--- src/rtl/dijkstra_relax_unit_if.sv ---
// rtl/dijkstra_relax_unit_if.sv - custom-instruction and Avalon write-slave signal bundle
interface dijkstra_relax_unit_if #(
    parameter int DATA_W = 32
) ();
    logic              clk_en;
    logic              start;
    logic [31:0]       dataa;
    logic [DATA_W-1:0] datab;
    logic              n;
    logic [31:0]       result;
    logic              done;
    logic              write;
    logic [DATA_W-1:0] writedata;
    logic              waitrequest;

    modport master (
        output clk_en, start, dataa, datab, n, write, writedata,
        input  result, done, waitrequest
    );

    modport slave (
        input  clk_en, start, dataa, datab, n, write, writedata,
        output result, done, waitrequest
    );
endinterface

--- src/rtl/dijkstra_relax_unit.sv ---
// rtl/dijkstra_relax_unit.sv - buffered saturating min/argmin relaxation step
module dijkstra_relax_unit #(
    parameter int DATA_W     = 32,
    parameter int FIFO_DEPTH = 16
) (
    input  logic                  clk,
    input  logic                  reset,
    dijkstra_relax_unit_if.slave  bus
);
    localparam int AW = $clog2(FIFO_DEPTH);
    localparam logic [DATA_W-1:0] INF = '1;

    typedef enum logic [1:0] {S_IDLE, S_RUN, S_FIN} state_t;

    state_t r_state;
    state_t w_next_state;

    // Weight FIFO: one extra pointer bit distinguishes full from empty.
    logic [DATA_W-1:0] r_mem [FIFO_DEPTH];
    logic [AW:0]       r_wr_ptr;
    logic [AW:0]       r_rd_ptr;
    logic [AW:0]       w_level;
    logic              w_full;
    logic              w_empty;
    logic              w_push;
    logic              w_pop;
    logic [DATA_W-1:0] w_head;

    // Instruction operands and running minimum.
    logic [31:0]       r_cnt;
    logic [DATA_W-1:0] r_base;
    logic              r_sel;
    logic [31:0]       r_i;
    logic [DATA_W-1:0] r_min;
    logic [31:0]       r_idx;
    logic [31:0]       r_result;

    logic              w_accept;
    logic              w_done;
    logic [DATA_W:0]   w_sum_full;
    logic [DATA_W-1:0] w_sum;
    logic              w_better;
    logic [DATA_W-1:0] w_new_min;
    logic [31:0]       w_new_idx;
    logic              w_last;

    assign w_level   = r_wr_ptr - r_rd_ptr;
    assign w_full    = (w_level == (AW+1)'(FIFO_DEPTH));
    assign w_empty   = (w_level == '0);
    assign w_head    = r_mem[r_rd_ptr[AW-1:0]];

    // Stall the master while full, and while in reset so nothing lands in a flushing FIFO.
    assign bus.waitrequest = w_full | reset;
    assign w_push          = bus.write & ~bus.waitrequest;

    // An INF weight means "no edge" and must never wrap into a small distance.
    assign w_sum_full = {1'b0, r_base} + {1'b0, w_head};
    assign w_sum      = ((w_head == INF) || w_sum_full[DATA_W]) ? INF : w_sum_full[DATA_W-1:0];
    assign w_better   = (w_sum < r_min);
    assign w_new_min  = w_better ? w_sum : r_min;
    assign w_new_idx  = w_better ? r_i : r_idx;
    assign w_last     = (r_i == r_cnt - 32'd1);

    assign bus.done   = w_done;
    assign bus.result = r_result;

    // State register; reset abandons any in-flight instruction.
    always_ff @(posedge clk) begin
        if (reset) begin
            r_state <= S_IDLE;
        end else begin
            r_state <= w_next_state;
        end
    end

    // Next-state, pop and done decode; every move waits for clk_en.
    always_comb begin
        w_next_state = r_state;
        w_accept     = 1'b0;
        w_pop        = 1'b0;
        w_done       = 1'b0;
        case (r_state)
            S_IDLE: begin
                if (bus.clk_en && bus.start) begin
                    w_accept     = 1'b1;
                    w_next_state = (bus.dataa == 32'd0) ? S_FIN : S_RUN;
                end
            end
            S_RUN: begin
                if (bus.clk_en && !w_empty) begin
                    w_pop = 1'b1;
                    if (w_last) begin
                        w_next_state = S_FIN;
                    end
                end
            end
            S_FIN: begin
                if (bus.clk_en) begin
                    w_done       = 1'b1;
                    w_next_state = S_IDLE;
                end
            end
            default: begin
                w_next_state = S_IDLE;
            end
        endcase
    end

    // FIFO storage write; contents need no reset since the pointers define validity.
    always_ff @(posedge clk) begin
        if (w_push) begin
            r_mem[r_wr_ptr[AW-1:0]] <= bus.writedata;
        end
    end

    // FIFO pointers; a simultaneous push and pop leaves the level unchanged.
    always_ff @(posedge clk) begin
        if (reset) begin
            r_wr_ptr <= '0;
            r_rd_ptr <= '0;
        end else begin
            if (w_push) begin
                r_wr_ptr <= r_wr_ptr + 1'b1;
            end
            if (w_pop) begin
                r_rd_ptr <= r_rd_ptr + 1'b1;
            end
        end
    end

    // Operand latch, running min/argmin, and result capture as FIN is entered.
    always_ff @(posedge clk) begin
        if (reset) begin
            r_cnt    <= '0;
            r_base   <= '0;
            r_sel    <= 1'b0;
            r_i      <= '0;
            r_min    <= INF;
            r_idx    <= '0;
            r_result <= '0;
        end else if (w_accept) begin
            r_cnt  <= bus.dataa;
            r_base <= bus.datab;
            r_sel  <= bus.n;
            r_i    <= '0;
            r_min  <= INF;
            r_idx  <= '0;
            if (bus.dataa == 32'd0) begin
                r_result <= bus.n ? 32'd0 : 32'(INF);
            end
        end else if (w_pop) begin
            r_min <= w_new_min;
            r_idx <= w_new_idx;
            r_i   <= r_i + 32'd1;
            if (w_last) begin
                r_result <= r_sel ? w_new_idx : 32'(w_new_min);
            end
        end
    end
endmodule
--- src/flat_wrapper.sv ---
// flat-port wrapper written by rule: the top's interface ports become plain ports
module dijkstra_relax_unit_flat 
#(
    parameter int DATA_W     = 32,
    parameter int FIFO_DEPTH = 16
)
  (clk, reset, bus_clk_en, bus_start, bus_dataa, bus_datab, bus_n, bus_write, bus_writedata, bus_result, bus_done, bus_waitrequest);
  dijkstra_relax_unit_if #(.DATA_W(DATA_W)) bus_i ();
  input  logic clk;
  input  logic reset;
  input wire logic [$bits(bus_i.clk_en)-1:0] bus_clk_en;
  input wire logic [$bits(bus_i.start)-1:0] bus_start;
  input wire logic [$bits(bus_i.dataa)-1:0] bus_dataa;
  input wire logic [$bits(bus_i.datab)-1:0] bus_datab;
  input wire logic [$bits(bus_i.n)-1:0] bus_n;
  input wire logic [$bits(bus_i.write)-1:0] bus_write;
  input wire logic [$bits(bus_i.writedata)-1:0] bus_writedata;
  output wire logic [$bits(bus_i.result)-1:0] bus_result;
  output wire logic [$bits(bus_i.done)-1:0] bus_done;
  output wire logic [$bits(bus_i.waitrequest)-1:0] bus_waitrequest;
  assign bus_i.clk_en = bus_clk_en;
  assign bus_i.start = bus_start;
  assign bus_i.dataa = bus_dataa;
  assign bus_i.datab = bus_datab;
  assign bus_i.n = bus_n;
  assign bus_i.write = bus_write;
  assign bus_i.writedata = bus_writedata;
  assign bus_result = bus_i.result;
  assign bus_done = bus_i.done;
  assign bus_waitrequest = bus_i.waitrequest;
  dijkstra_relax_unit #(.DATA_W(DATA_W), .FIFO_DEPTH(FIFO_DEPTH)) u_core (.clk(clk), .reset(reset), .bus(bus_i));
endmodule
--- config.mk ---
export PLATFORM = sky130hd
export DESIGN_NAME = dijkstra_relax_unit_flat
export DESIGN_NICKNAME = d
export VERILOG_FILES = /design/src/rtl/dijkstra_relax_unit_if.sv /design/src/rtl/dijkstra_relax_unit.sv /design/src/flat_wrapper.sv
export SDC_FILE = /design/constraint.sdc
export NUM_CORES = 1
export LEC_CHECK = 0
export ABC_AREA = 1
export CAP_MARGIN = 20
export CORE_MARGIN = 5
export CORE_UTILIZATION = 40
export DETAILED_ROUTE_END_ITERATION = 8
export SYNTH_ARGS = -nofsm -noshare
export SYNTH_HDL_FRONTEND = slang
export SYNTH_SLANG_ARGS = --single-unit
--- constraint.sdc ---
create_clock -name clk -period 5.9 [get_ports clk]
set_input_delay 0.59 -clock clk [delete_from_list [all_inputs] [get_ports clk]]
set_output_delay 0.59 -clock clk [all_outputs]
set_load 0.005 [all_outputs]
==> reports/summary.txt <==
CP Data Required Time: 6420 ps
Post-synth design cell area: 0.0344 sq mm
Final wirelength: 101000 microns
Grt ovf: 0
Die Wd: 303 microns
Least-Margin Pin Slew: 1100 ps
Element type at the critical path start: flip-flop
Largest net degree at the start of global routing: 109
Largest cells by area after synthesis: edfxtp_1, dfxtp_1, nand2_1
Cell-internal power: 8980 uW
Seq/Total Area, Yosys: 56.8%
Crit Path Class: flip-flop to flip-flop
Via count: 26.7k
DRT iter0 DRCs: 2416
Post-synth top area share: 44.7%
Initial antenna violation count: 10
CP dominant cell by count: nand3_1
Final Wtd Congestion: 0.878
WP data arrival: 6050 ps
Skew-Pair Late Insertion Delay: 650 ps
Die area: 0.0920 sq mm
Most common cell in the netlist: nand2_1
CTS tree: yes
Count of pins over their slew limit: 0
Hold WC Path Type: flip-flop to flip-flop
Min-Delay Startpoint: u_core.r_i[31]
Nets: 4169
Register clock-pin slew on the reported worst setup and hold paths: 60 ps
Drt drc: 0
Leakage: 0.0167 uW
Max-slew headroom: 26.9%
Top_reg_cell synth: edfxtp_1
Vias in the first global route: 24.9k
CTS Buf Count: 80
CP max stage cell: dfxtp_4
Number of I/O port buffers: 135
Proportion of layout cells with a drive suffix above 1: 7.99%
Ys Warns: 0
Clock share of power: 39.8%
Switching part of the total power: 27.1%
Worst Path Max Fanout: 32
First-pass DRT Iterations: 5
Starting Density: 40.4%
Setup-failing EPs final: 0
# H-tree levels: 3
Met3 usage in global routing: 3.50%
Synth top cells by count: nand2_1, edfxtp_1, nand3_1, inv_1, nor2_1
CTS Sinks: 721
Area grow syn2layout: 17.6%
Largest area contributor in the netlist: edfxtp_1
Drt wl/cell: 19.3 microns
M1 GR Usage: 29.8%
# rows: 107
Syn Inst Count: 3860
First-pass GRT wire length: 150000 microns
Final hold violation count: 0
Final worst-path cycle share: 93.8%
NetSw: 3340 uW
Count of cell types in the netlist: 55
GRT met2 Usage: 34.0%
DP Wirelength: 64000 microns
Setup crit end kind: flip-flop
Yosys reg bits: 721
Combinational share of power: 15.1%
Final TNS setup: 0 ps
Max Buffers Root-to-Sink: 3
Final core utilization: 47.5%
Outcome: complete, no violations
Worst VDD drop: 210 uV
Post-route minimum period: 5530 ps
Mean post-synth cell area: 8.92 sq um
Vias per cell: 5.14
Root buffer cell: clkbuf_16
Ports: 136
Post-synth EDFFs: 512
Core Box Area: 0.0853 sq mm
GRT Total Usage: 21.3%
Net count after synthesis: 4037
GR peak layer: met2
Die Y: 303 microns
PD cells: 304 mW/mm^2
Part of the power in registers: 45.1%
CP max stage delay: 390 ps
Async SR Flop Fraction: 0%
Antenna-violating nets left: 0
Final Skew: 41.5 ps
Achievable Freq: 181 MHz
Max_cap viols: 0
-- power by group through the flow --
stage	sequential, uW	combinational, uW	clock [uW]
after floorplan	5650	1150	0
after global placement	5660	1770	0
after detailed placement	5660	1780	0
after CTS	5560	1800	4990
after global routing	5570	2070	5210
final	5560	1860	4900
-- worst max-delay path: cells and delay by family, from the launching register on --
family	cells	cell delay [ps]
buffers and inverters	9	1320
DFF	1	390
AOI/OAI and AO/OA	7	1140
and+or+nand+nor	16	1880
adders and majority gates	2	670
-- cells in the final DEF, fill, tap and decap left out, drive strengths merged, types with 10 or more instances in the layout --
cell type,synthesis,final
a21oi,105,105
a31oi,10,10
buf,112,100
clkbuf,78,110
clkdlybuf4s50,0,135
clkinv,4,41
dfxtp,209,209
edfxtp,512,512
ha,74,74
inv,452,451
nand2,993,993
nand3,486,486
nand4,24,24
nor2,334,334
nor3,34,34
nor4,20,20
o211ai,85,85
o21ai,206,206
or2,14,14
xnor2,13,13
xor2,53,53
-- registers in the layout, summed over array words and instances, names as in the netlist, named ones only --
register,flops
u_core.r_state,2
u_core.r_sel,1
u_core.r_min,32
u_core.bus.result,32
u_core.r_mem,512
u_core.r_cnt,32
u_core.r_idx,32
u_core.r_wr_ptr,5
u_core.r_rd_ptr,5
u_core.r_base,32
u_core.r_i,32
-- cell type report --
cell class              instances  area, sq um
well taps                    1144         1430
inverters                     456         1740
clock inverters                39          352
multi-input cells            2493        12500
fillers                      8065        44800
repair buffers                240         2630
diodes                          4         10.0
clock buffers                 107         2240
flip-flops and latches        721        19600
-- logic make-up after synthesis --
group | count (synthesis) | share of synthesized area (%)
buffers and inverters | 646 | 7.83
XOR/XNOR | 66 | 1.68
adder cells (fa/ha/maj) | 75 | 2.75
AND/OR/NAND/NOR | 1910 | 23.5
flip-flops | 721 | 56.8
AO/OA/AOI/OAI | 442 | 7.42
-- metal layers --
| metal | vias up | share of wire (%) |
|---|---|---|
| met5 | - | 0.056 |
| met4 | 8 | 3.1 |
| met3 | 175 | 6.2 |
| met2 | 799 | 46 |
| met1 | 12600 | 44 |
| li1 | 13100 | - |
-- final timing paths --
check / to / slack, ps / depth (start not counted)
worst max-delay path: u_core.r_idx[31] / 370 / 34
worst min-delay path: u_core.r_i[31] / 470 / 2
worst max register to register: u_core.r_idx[31] / 370 / 34
worst min register to register: u_core.r_i[31] / 470 / 2
-- stage by stage --
step	total power [uW]	worst slack (ps)	std cells	hold WS, ps	area, sq um
after floorplan	6800	709	3860	442	34400
after global placement	7430	-39.6	5044	453	37400
after detailed placement	7440	-35.5	5046	462	37400
after CTS	12300	38.9	5194	470	40100
after global routing	12800	-36.7	5204	491	40500
final	12300	369	5204	473	40500
-- what timing repair did --
| item | in CTS | in global routing |
|---|---|---|
| resized for setup | 2 | 54 |
| buffers inserted | 0 | 2 |
| hold buffers | 0 | 0 |
| endpoints found under the setup margin | 60 | 96 |
| pin swaps | 0 | 3 |
| endpoints found under the hold margin | 0 | 0 |
| gates cloned | 2 | 3 |
(Power assumes the default switching activity.)
